--- config.mk ---
export PLATFORM = sky130hd
export DESIGN_NAME = down_timer
export DESIGN_NICKNAME = d
export VERILOG_FILES = /design/src/rtl/down_timer.sv
export SDC_FILE = /design/constraint.sdc
export NUM_CORES = 1
export LEC_CHECK = 0
export ABC_CLOCK_PERIOD_IN_PS = 3300
export BUFFER_PORTS_ARGS = -buffer_cell sky130_fd_sc_hd__buf_4
export CAP_MARGIN = 15
export CORE_AREA = 2 2 39 41
export CTS_BUF_LIST = sky130_fd_sc_hd__clkbuf_16
export DETAILED_ROUTE_END_ITERATION = 16
export DIE_AREA = 0 0 41 43
export SLEW_MARGIN = 20
export SYNTH_ARGS = -nofsm -noshare
export SYNTH_HDL_FRONTEND = slang
export SYNTH_SLANG_ARGS = --single-unit
export TNS_END_PERCENT = 20
--- constraint.sdc ---
create_clock -name clk -period 3.3 [get_ports clk]
set_clock_uncertainty 0.2 [all_clocks]
set_input_delay 0.825 -clock clk [delete_from_list [all_inputs] [get_ports clk]]
set_output_delay 0.825 -clock clk [all_outputs]
set_load 0.02 [all_outputs]
--- src/rtl/down_timer.sv ---
// down_timer: loadable down-counting timer with an optional prescaler.
//
// A start value is loaded and the timer counts down to zero. It only counts on
// cycles with en high. One edge after reaching zero it raises a single-cycle
// expired pulse. Each visible count step lasts 2^HIDDEN_BITS enabled cycles,
// because the counter carries HIDDEN_BITS extra prescaler bits below the visible
// count.
//
// Build option (preprocessor macro):
//   DOWN_TIMER_AUTO_RELOAD_EN - when defined, expiry reloads the last loaded value
//                               and the timer keeps running (periodic pulses).
//                               When undefined, the timer is one-shot.
//
// Parameters:
//   COUNT_BITS   width of the visible count and of load_value
//   HIDDEN_BITS  prescaler bits below the visible count
//
// Ports:
//   clk         system clock, rising edge
//   rst         synchronous reset, active low
//   load        load request; restarts the timer, wins over everything but reset
//   load_value  start value captured on load
//   en          count enable
//   count       visible count (upper COUNT_BITS of the internal counter)
//   busy        timer running (loaded, not yet expired)
//   expired     registered single-cycle expiry pulse
module down_timer #(
  parameter int unsigned COUNT_BITS  = 6,
  parameter int unsigned HIDDEN_BITS = 0
) (
  input  logic                  clk,
  input  logic                  rst,
  input  logic                  load,
  input  logic [COUNT_BITS-1:0] load_value,
  input  logic                  en,
  output logic [COUNT_BITS-1:0] count,
  output logic                  busy,
  output logic                  expired
);

  localparam int unsigned CtrBits = COUNT_BITS + HIDDEN_BITS;

  // The hidden bits load as all ones, so every visible value lasts a full
  // 2^HIDDEN_BITS enabled cycles. This also works when HIDDEN_BITS is 0, where a
  // zero-width replication would not be legal.
  localparam logic [CtrBits-1:0] HiddenOnes = CtrBits'((1 << HIDDEN_BITS) - 1);

  function automatic logic [CtrBits-1:0] load_pattern(input logic [COUNT_BITS-1:0] value);
    return (CtrBits'(value) << HIDDEN_BITS) | HiddenOnes;
  endfunction

  logic [CtrBits-1:0] ctr_q, ctr_d;
  logic               busy_q, busy_d;
  logic               expired_q, expired_d;

`ifdef DOWN_TIMER_AUTO_RELOAD_EN
  logic [COUNT_BITS-1:0] reload_q, reload_d;
`endif

  logic count_step;
  logic at_zero;

  // A count or expiry step happens only while running and enabled. A load in the
  // same cycle takes precedence, which suppresses a coincident expiry.
  assign count_step = busy_q && en && !load;
  assign at_zero    = (ctr_q == '0);

  always_comb begin
    ctr_d     = ctr_q;
    busy_d    = busy_q;
    expired_d = 1'b0;
`ifdef DOWN_TIMER_AUTO_RELOAD_EN
    reload_d  = reload_q;
`endif

    if (load) begin
      ctr_d    = load_pattern(load_value);
      busy_d   = 1'b1;
`ifdef DOWN_TIMER_AUTO_RELOAD_EN
      reload_d = load_value;
`endif
    end else if (count_step) begin
      if (!at_zero) begin
        ctr_d = ctr_q - CtrBits'(1);
      end else begin
        expired_d = 1'b1;
`ifdef DOWN_TIMER_AUTO_RELOAD_EN
        ctr_d     = load_pattern(reload_q);
`else
        // ctr is already zero, so count reads 0 while idle.
        busy_d    = 1'b0;
`endif
      end
    end
  end

  always_ff @(posedge clk) begin
    if (!rst) begin
      ctr_q     <= '0;
      busy_q    <= 1'b0;
      expired_q <= 1'b0;
`ifdef DOWN_TIMER_AUTO_RELOAD_EN
      reload_q  <= '0;
`endif
    end else begin
      ctr_q     <= ctr_d;
      busy_q    <= busy_d;
      expired_q <= expired_d;
`ifdef DOWN_TIMER_AUTO_RELOAD_EN
      reload_q  <= reload_d;
`endif
    end
  end

  assign count   = ctr_q[CtrBits-1:HIDDEN_BITS];
  assign busy    = busy_q;
  assign expired = expired_q;

endmodule

==> key figures, run 1 <==
Layout
  • Most frequent cells in the layout: 17 x buf_4, 8 x dfxtp_1, 7 x o21ai_0, 6 x inv_1, 6 x a31oi_1
  • Final std cells w/o fill: 89
  • Commonest non-fill, non-tap cell in the layout: buf_4
  • Area Growth Syn to Fin: 45.9%
  • Nets: 87
  • Filler cells: 140
  • N_diodes: 0
  • Share of layout cells above drive strength 1: 31.5%

Global routing
  • First-pass GRT wire length: 1680 µm
  • Congestion Overflow GR: 0
  • Tot GR Track Use: ~14%
  • Largest net degree at the start of global routing: 11
  • Number of global-route vias before repair: 420
  • Initial antenna violation count: 0

STA
  • Max Slew Vio Count: 0
  • Crit path time final: 1.84 ns
  • Setup TNS: 0 ns
  • Fin crit share: 55.6%
  • Least-Margin Pin Slew: 0.826 ns
  • Final setup violation count: 0
  • RSZ-0062 raised after global routing: no
  • Fmax: approximately 540 MHz
  • Slew margin rel.: 44.5%
  • Final Hold Fails: 0

Setup path
  • CP startpoint: count[0]
  • Worst setup EP type: register
  • R2R Path Start: count[0]
  • CP Max Fanout: 9
  • CP max stage cell: or3_2
  • Reg2reg path depth: 5
  • R2r setup slk: about 1.5 ns
  • Setup crit start kind: register
  • Crit path cell chain: inv_1, ha_1, nor2b_1, or3_2, a31oi_1
  • WP buf/inv: 1
  • Setup Crit Path Kind: reg -> reg
  • Worst path arrival time: 1.79 ns
  • Critical Path RT: 3.25 ns
  • Worst setup endpoint: count[4]
  • RR Endpoint: count[4]
  • CP delay by family, top: simple AND/OR/NAND/NOR gates
  • Critical Path Max Stage Delay: 0.49 ns
  • Crit path depth: 5

Power and ir drop
  • PwrDens: about 560 nW/µm²
  • Switching Fraction: a little under a quarter
  • Clock group share of total power: 52.8%
  • Seq pwr share: around 30%
  • Switching power of the nets: 0.0884 mW
  • Comb pwr share: 17.7%
  • Int Power: 0.290 mW
  • Max VDD drop: 0.000264 V
  • Lkg Pwr: roughly 0.28 nW

Clocking
  • Cts hold-fix bufs: 0
  • CTS Buf Count: 3
  • Post-CTS setup buffers: 0
  • Post-CTS sizing: 0
  • H-Tree Level Count: 1
  • Clock buffer depth: 2
  • Clk sink count: 8
  • CTS tree: done
  • Clk_lat worst skew: 0.23 ns
  • Clk root buf: clkbuf_16
  • Worst-path clk slew: 0.04 ns

Synth
  • Yosys cell types: 25
  • Sequential area share after synthesis: 34.8%
  • Syn_nets: 67
  • Cell taking the most area after synthesis: dfxtp_1
  • Flops & latches, synth: 8
  • Synth warnings: 0
  • Top area cells in the synthesized netlist: dfxtp_1 35%, a31oi_1 8.2%, o21ai_0 7.6%
  • Synth Cell Area: roughly 460 µm²
  • Syn_area_per_cell: 8.37 µm²
  • Synth Instances: 55
  • Share of the synthesized area in the top cell type: 34.8%

Floorplanning
  • Die area: 1760 µm²
  • DIE WIDTH: 41 µm
  • Initial core utilization: about a third
  • Core ar.: ~1400 µm²
  • Die Y: 43 µm
  • # rows: 14
  • I/O pins: 18

Route
  • Iteration-0 DRC count of the detailed router: 9
  • DRC viols: 0
  • DRT Pass-1 Iters: 4
  • Final ANT Viol Nets: 0
  • Via count: 473
  • Final wirelength: between 1000 and 1500 µm
  • Vias per std cell: 5.31
  • Wire length per cell: 11.8 µm

Placed design
  • PortBufs: 17
  • Placed wire-length estimate: 818 µm
  • Placed cell count: 86
  • Gpl congestion: between 0.7 and 0.8

Hold path
  • HP Class: reg -> reg

Run status
  • Status: completed

Job
  • Max-cap violations: 0
-- cell usage after synthesis --
library cell  instances
dfxtp_1               8
o21ai_0               7
a31oi_1               6
inv_1                 6
a21oi_1               3
a2111o_1              2
ha_1                  2
nand2_1               2
nand3_1               2
nor2b_1               2
a211o_1               1
a211o_2               1
a22oi_1               1
buf_4                 1
clkbuf_1              1
nand2b_1              1
nand4bb_1             1
nor3_1                1
nor4_1                1
o2111a_1              1
o21a_1                1
or2_2                 1
or3_1                 1
or3_2                 1
or4_1                 1
-- worst min-delay path by stage --
stage              from  endpoint  slack (ns)  cells past startpoint
2_1_floorplan  count[4]  count[4]        0.38                      2
3_3_place_gp   count[5]  count[5]        0.31                      2
3_5_place_dp   count[5]  count[5]        0.33                      2
4_1_cts        count[5]  count[5]        0.33                      2
5_1_grt        count[4]  count[4]        0.37                      2
6_report       count[5]  count[5]        0.32                      2
-- power groups by stage --
stage | Clock [mW] | Sequential (mW) | Combinational, mW
global route | 0.211 | 0.113 | 0.0740
finish | 0.200 | 0.112 | 0.0670
detailed placement | 0 | 0.113 | 0.0675
global placement | 0 | 0.113 | 0.0678
CTS | 0.205 | 0.112 | 0.0675
floorplan | 0 | 0.120 | 0.0340
-- cells by family after synthesis --
group | share of synthesized area (%)
flip-flops | 34.8
AO/OA/AOI/OAI | 33.7
AND/OR/NAND/NOR | 18.8
buffers and inverters | 7.34
adder cells (fa/ha/maj) | 5.43
-- metrics by stage --
stage / hold slack [ns] / power, mW / setup WS [ns] / utilization (%) / instance area [µm²]
2_1_floorplan: 0.384 / 0.154 / 1.36 / - / 460
3_3_place_gp: 0.313 / 0.181 / 1.39 / 43.1 / 597
3_5_place_dp: 0.329 / 0.181 / 1.35 / 43.1 / 597
4_1_cts: 0.334 / 0.384 / 1.44 / 48.6 / 672
5_1_grt: 0.375 / 0.398 / 1.34 / 48.6 / 672
6_report: 0.324 / 0.379 / 1.46 / 48.6 / 672
-- worst reg2reg max path, stage by stage (launching register included) --
cell and delay [ns]:
dfxtp_1 0.38, inv_1 0.08, ha_1 0.21, nor2b_1 0.22, or3_2 0.49, a31oi_1 0.17
-- layout make-up --
class                      instances  area, µm²  share of cell area (%)
clock buffer                       3       75.1                    11.2
inverter                           6       22.5                    3.35
multi-input combinational         39        267                    39.7
sequential                         8        160                    23.8
tap                               16       20.0                    2.98
timing repair buffer              17        128                    19.0
-- sequential cells by signal, indices dropped and copies added (netlist names) --
| register | count |
|---|---|
| busy | 1 |
| expired | 1 |
| count | 6 |
-- metal layers --
layer / GRT usage, % / wire length, µm / vias up
met1: 17.1 / 465 / 209
met4: 10.0 / 22 / 0
met5: 0 / 0 / -
met3: 3.14 / 60 / 2
li1: - / - / 246
met2: 21.9 / 504 / 16
No activity file was read; power rests on OpenSTA's default activity.
==> run 2: changes to the inputs <==
--- a/config.mk
+++ b/config.mk
@@ -5,13 +5,15 @@
 export SDC_FILE = /design/constraint.sdc
 export NUM_CORES = 1
 export LEC_CHECK = 0
-export ABC_CLOCK_PERIOD_IN_PS = 3300
+export ABC_AREA = 1
+export ABC_CLOCK_PERIOD_IN_PS = 1800
 export BUFFER_PORTS_ARGS = -buffer_cell sky130_fd_sc_hd__buf_4
 export CAP_MARGIN = 15
 export CORE_AREA = 2 2 39 41
 export CTS_BUF_LIST = sky130_fd_sc_hd__clkbuf_16
 export DETAILED_ROUTE_END_ITERATION = 16
 export DIE_AREA = 0 0 41 43
+export PLACE_DENSITY = 0.66
 export SLEW_MARGIN = 20
 export SYNTH_ARGS = -nofsm -noshare
 export SYNTH_HDL_FRONTEND = slang
==> constraint.sdc (replaced) <==
create_clock -name clk -period 1.8 [get_ports clk]
set_clock_uncertainty 0.2 [all_clocks]
set_input_delay 0.45 -clock clk [delete_from_list [all_inputs] [get_ports clk]]
set_output_delay 0.45 -clock clk [all_outputs]
set_load 0.02 [all_outputs]
==> key figures, run 2 <==
Setup path
  • Setup Crit Path Kind: reg -> out
  • Critical Path Max Stage Delay: 0.47 ns (-0.02 ns)
  • WP buf/inv: 1 (unchanged)
  • CP Max Fanout: 8 (-1)
  • Reg2reg path depth: 8 (+3)
  • Crit path depth: 1 (-4)
  • Critical Path RT: 1.15 ns (-2.10 ns)
  • Worst setup EP type: output port
  • Crit path cell chain: buf_4
  • CP max stage cell: dfxtp_1
  • Setup crit start kind: register
  • Worst path arrival time: 0.91 ns (-0.88 ns)
  • CP delay by family, top: flip-flops

Synth
  • Share of the synthesized area in the top cell type: 30.0% (-4.7 points)
  • Post-synth EDFFs: 0 (unchanged)
  • Synth warnings: 0 (unchanged)
  • Cell taking the most area after synthesis: dfxtp_1
  • Post-synth top flop: dfxtp_1
  • Flops & latches, synth: 8 (unchanged)
  • Most numerous cell in the Yosys netlist: nand2_1
  • Top cells by instance count after synthesis: 20 x nand2_1, 12 x nor2_1, 10 x inv_1
  • Synth Instances: 83 (+51%)
  • Syn_nets: 95 (+42%)
  • Top area cells in the synthesized netlist: dfxtp_1 30%, nand2_1 14%, nor2_1 8.5%
  • Async set or reset register ratio after synthesis: 0% (unchanged)
  • Yosys cell types: 21 (-16%)
  • Sequential area share after synthesis: 30.0% (-4.7 points)
  • Synth Cell Area: 533 µm² (+16%)
  • Syn_area_per_cell: 6.42 µm² (-23%)

Hold path
  • Hold Path Depth: 3 (+1)
  • HP Class: in -> reg

Clocking
  • Clk_lat worst skew: 0.23 ns (about the same)
  • H-Tree Level Count: 1 (unchanged)
  • Post-CTS sizing: 0 (unchanged)
  • Clk root buf: clkbuf_16
  • Cts hold-fix bufs: 0 (unchanged)
  • CTS Buf Count: 3 (unchanged)
  • Worst-path clk slew: 0.04 ns (about the same)
  • CTS tree: done
  • Post-CTS setup buffers: 0 (unchanged)
  • Clk sink count: 8 (unchanged)
  • Clock buffer depth: 2 (unchanged)

Job
  • Max-cap violations: 0 (unchanged)

Placed design
  • Placed wire-length estimate: 943 µm (+15%)
  • Placed cell count: 115 (+34%)
  • DP Area: 676 µm² (+13%)
  • Gpl congestion: 0.761 (+2.4%)
  • PortBufs: 17 (unchanged)

Floorplanning
  • Initial core utilization: 38.5% (+5.2 points)
  • Core ar.: 1380 µm² (unchanged)
  • DIE WIDTH: 41 µm (unchanged)
  • # rows: 14 (unchanged)
  • I/O pins: 18 (unchanged)
  • Die area: 1760 µm² (unchanged)
  • Die Y: 43 µm (unchanged)

Power and ir drop
  • Max VDD drop: 0.000438 V (+66%)
  • Seq pwr share: 27.8% (-1.7 points)
  • Switching power of the nets: 0.197 mW (+120%)
  • Lkg Pwr: 0.391 nW (+40%)
  • Int Power: 0.547 mW (+88%)
  • Switching Fraction: 26.5% (+3.2 points)
  • Total power: 0.745 mW (+97%)
  • Clock group share of total power: 50.1% (-2.7 points)
  • PwrDens: 992 nW/µm² (+76%)
  • Comb pwr share: 22.0% (+4.3 points)

STA
  • Fmax: 643 MHz
  • Final Hold Fails: 0 (unchanged)
  • Fin crit share: 86.4%
  • Final setup violation count: 0 (unchanged)
  • Setup TNS: 0 ns (unchanged)
  • RSZ-0062 raised after global routing: no
  • Max Slew Vio Count: 0 (unchanged)
  • Least-Margin Pin Slew: 0.298 ns (-0.528 ns)
  • Slew margin rel.: 80.0% (+36 points)
  • Crit path time final: 1.56 ns
  • Hold slack: 0.243 ns (-0.0814 ns)

Layout
  • Largest register FFs: 6 (unchanged)
  • Final std cells w/o fill: 118 (+33%)
  • N_diodes: 0 (unchanged)
  • Share of layout cells above drive strength 1: 29.4% (-2.1 points)
  • Commonest non-fill, non-tap cell in the layout: nand2_1
  • Most frequent cells in the layout: 20 x nand2_1, 17 x buf_4, 12 x nor2_1, 10 x inv_1, 8 x dfxtp_1
  • Nets: 116 (+33%)
  • Fin area: 751 µm² (+12%)
  • Area Growth Syn to Fin: 40.8%

Global routing
  • Congestion Overflow GR: 0 (unchanged)
  • Largest net degree at the start of global routing: 14 (+3)
  • Number of global-route vias before repair: 501 (+19%)
  • First-pass GRT wire length: 1960 µm (+16%)
  • Tot GR Track Use: 16.7% (+2.2 points)
  • Initial antenna violation count: 0 (unchanged)

Route
  • DRT Pass-1 Iters: 3 (-1)
  • Final ANT Viol Nets: 0 (unchanged)
  • Iteration-0 DRC count of the detailed router: 4 (-5)
  • Wire length per cell: 10.3 µm (-13%)
  • DRC viols: 0 (unchanged)
  • Via count: 558 (+18%)
  • Final wirelength: 1220 µm (+16%)
  • Vias per std cell: 4.73 (-11%)

Run status
  • Status: completed
[run 2: tightest hold or removal path, cell delays in order]
cell and delay (ns):
buf_4 0.10, nand2_1 0.05, inv_1 0.04
[run 2: path summary, 6_finish.rpt]
path	startpoint	endpoint	slack, ns
min reg2reg	busy	expired	0.32
min	rst	count[4]	0.24
max reg2reg	count[1]	count[5]	0.34
max	count[2]	count[2]	0.24
[run 2: kinds of logic (layout without fill, tap and decap cells)]
family,Yosys count,in the layout,synth area share (%)
buffers and inverters,15,34,10.8
and+or+nand+nor,47,47,42.0
AOI/OAI and AO/OA,11,11,12.4
DFF,8,8,30.0
adders and majority gates,2,2,4.69
[run 2: cell type report]
class,count,area (µm²)
clock buffers,3,75.1
fillers,134,633
repair buffers,17,128
inverters,14,52.6
well taps,16,20.0
flip-flops and latches,8,160
multi-input cells,60,315
[run 2: per-stage QoR]
stage	utilization, %	setup WS, ns
floorplan	-	0.287
global placement	48.8	0.373
detailed placement	48.8	0.336
CTS	54.2	0.229
global route	54.2	0.185
finish	54.2	0.244
[run 2: metal layers]
metal	vias to the layer above	track usage [%]	routed length [µm]
met4	0	8.00	11
met5	-	0	0
met3	2	4.71	44
li1	297	-	-
met2	9	25.9	575
met1	250	19.9	584
[run 2: power by group through the flow]
stage	clock network, mW	registers, mW	logic [mW]
after global routing	0.387	0.210	0.185
final	0.373	0.207	0.164
after detailed placement	0	0.210	0.164
after CTS	0.376	0.208	0.165
after global placement	0	0.210	0.163
after floorplan	0	0.223	0.0977
==> run 3: changes to the inputs <==
--- a/config.mk
+++ b/config.mk
@@ -14,6 +14,7 @@
 export DETAILED_ROUTE_END_ITERATION = 16
 export DIE_AREA = 0 0 41 43
 export PLACE_DENSITY = 0.66
+export REMOVE_ABC_BUFFERS = 1
 export SLEW_MARGIN = 20
 export SYNTH_ARGS = -nofsm -noshare
 export SYNTH_HDL_FRONTEND = slang
==> key figures, run 3 (synthesized netlist as in run 2, its figures left out) <==
Setup path
  • R2r setup slk: 0.31 ns (-0.03 ns)
  • R2R Path Start: count[1]
  • CP delay by family, top: flip-flops
  • CP max stage cell: dfxtp_1
  • WP buf/inv: 1 (unchanged)
  • Reg2reg path depth: 8 (unchanged)
  • Worst setup EP type: output port
  • Critical Path Max Stage Delay: 0.47 ns (about the same)
  • Setup crit start kind: register
  • CP Max Fanout: 8 (unchanged)
  • Crit path cell chain: buf_4
  • Worst path arrival time: 0.91 ns (about the same)
  • Setup Crit Path Kind: reg -> out
  • RR Endpoint: count[3]
  • Critical Path RT: 1.15 ns (about the same)

Layout
  • N_diodes: 0 (unchanged)
  • Nets: 116 (unchanged)
  • Share of layout cells above drive strength 1: 29.4% (unchanged)
  • Fin area: 751 µm² (unchanged)
  • Most frequent cells in the layout: 20 x nand2_1, 17 x buf_4, 12 x nor2_1, 10 x inv_1, 8 x dfxtp_1
  • Final std cells w/o fill: 118 (unchanged)
  • Area Growth Syn to Fin: 40.8% (unchanged)
  • Largest register FFs: 6 (unchanged)
  • Commonest non-fill, non-tap cell in the layout: nand2_1

STA
  • Least-Margin Pin Slew: 0.314 ns (+0.0158 ns)
  • Fin crit share: 86.6% (+0.13 points)
  • Crit path time final: 1.56 ns (+0.00237 ns)
  • Final Hold Fails: 0 (unchanged)
  • Final setup violation count: 0 (unchanged)
  • Fmax: 642 MHz (-0.15%)
  • Hold slack: 0.238 ns (-0.00532 ns)
  • RSZ-0062 raised after global routing: no
  • Setup TNS: 0 ns (unchanged)
  • Max Slew Vio Count: 0 (unchanged)
  • Slew margin rel.: 78.9% (-1.1 points)

Floorplanning
  • Die area: 1760 µm² (unchanged)
  • I/O pins: 18 (unchanged)
  • # rows: 14 (unchanged)
  • DIE WIDTH: 41 µm (unchanged)
  • Die Y: 43 µm (unchanged)
  • Initial core utilization: 38.5% (unchanged)
  • Core ar.: 1380 µm² (unchanged)

Clocking
  • Cts hold-fix bufs: 0 (unchanged)
  • Clk_lat worst skew: 0.23 ns (about the same)
  • Clk sink count: 8 (unchanged)
  • Worst-path clk slew: 0.04 ns (about the same)
  • Clock buffer depth: 2 (unchanged)
  • CTS Buf Count: 3 (unchanged)
  • Post-CTS sizing: 0 (unchanged)
  • H-Tree Level Count: 1 (unchanged)
  • CTS tree: done
  • Clk root buf: clkbuf_16
  • Post-CTS setup buffers: 0 (unchanged)

Job
  • Max-cap violations: 0 (unchanged)

Route
  • Top layer in use: met4
  • DR WL met3: 85 µm (+93%)
  • Final wirelength: 1380 µm (+13%)
  • DRT Pass-1 Iters: 4 (+1)
  • Iteration-0 DRC count of the detailed router: 3 (-1)
  • DRC viols: 0 (unchanged)
  • Vias per std cell: 4.81 (+1.6%)
  • Via count: 567 (+1.6%)
  • Final ANT Viol Nets: 0 (unchanged)
  • WL met1: 581 µm (-0.51%)
  • Wire length per cell: 11.7 µm (+13%)
  • Met2 wire length: 698 µm (+21%)

Placed design
  • Gpl congestion: 0.781 (+2.7%)
  • Placed wire-length estimate: 956 µm (+1.4%)
  • PortBufs: 17 (unchanged)
  • Placed cell count: 115 (unchanged)
  • DP Area: 676 µm² (unchanged)

Run status
  • Status: completed

Power and ir drop
  • Max VDD drop: 0.000577 V (+32%)
  • PwrDens: 999 nW/µm² (+0.77%)
  • Lkg Pwr: 0.391 nW (unchanged)
  • Total power: 0.750 mW (+0.77%)

Global routing
  • Congestion Overflow GR: 0 (unchanged)
  • Tot GR Track Use: 19.5% (+2.9 points)
  • Largest net degree at the start of global routing: 14 (unchanged)
  • Initial antenna violation count: 0 (unchanged)
  • Number of global-route vias before repair: 519 (+3.6%)
  • First-pass GRT wire length: 2170 µm (+11%)

Hold path
  • HP Class: in -> reg
  • Hold_sp: rst
  • Worst min-delay path endpoint: count[4]
  • Hold Path Depth: 3 (unchanged)
## run 3: per-stage QoR
stage	util, %	worst slack, ns
floorplan	-	0.287
global placement	48.8	0.369
detailed placement	48.8	0.344
CTS	54.2	0.230
global route	54.2	0.203
finish	54.2	0.242
## run 3: final cells by class
class,instances,area (µm²)
Timing Repair Buffer,17,128
Inverter,14,52.6
Clock buffer,3,75.1
Tap cell,16,20.0
Fill cell,142,633
Sequential cell,8,160
Multi-Input combinational cell,60,315
## run 3: routing by layer
metal	global-route usage, %	up-vias
li1	-	299
met1	22.1	251
met2	30.9	15
met3	6.28	2
met4	10.0	0
met5	0	-
## run 3: how the worst max path moves through the flow
stage,start,to,slack [ns],cells past startpoint
after global routing,count[2],count[2],0.20,1
after detailed placement,count[1],count[3],0.34,8
after floorplan,count[0],count[5],0.29,8
after global placement,count[1],count[4],0.37,9
final,count[2],count[2],0.24,1
after CTS,count[2],count[2],0.23,1
## run 3: tightest hold or removal path: stages
cell	delay [ns]
buf_4	0.10
nand2_1	0.05
inv_1	0.04
## run 3: power by group
group | switching (mW) | internal [mW]
combinational | 0.0991 | 0.0702
sequential | 0.0168 | 0.191
clock | 0.0868 | 0.286
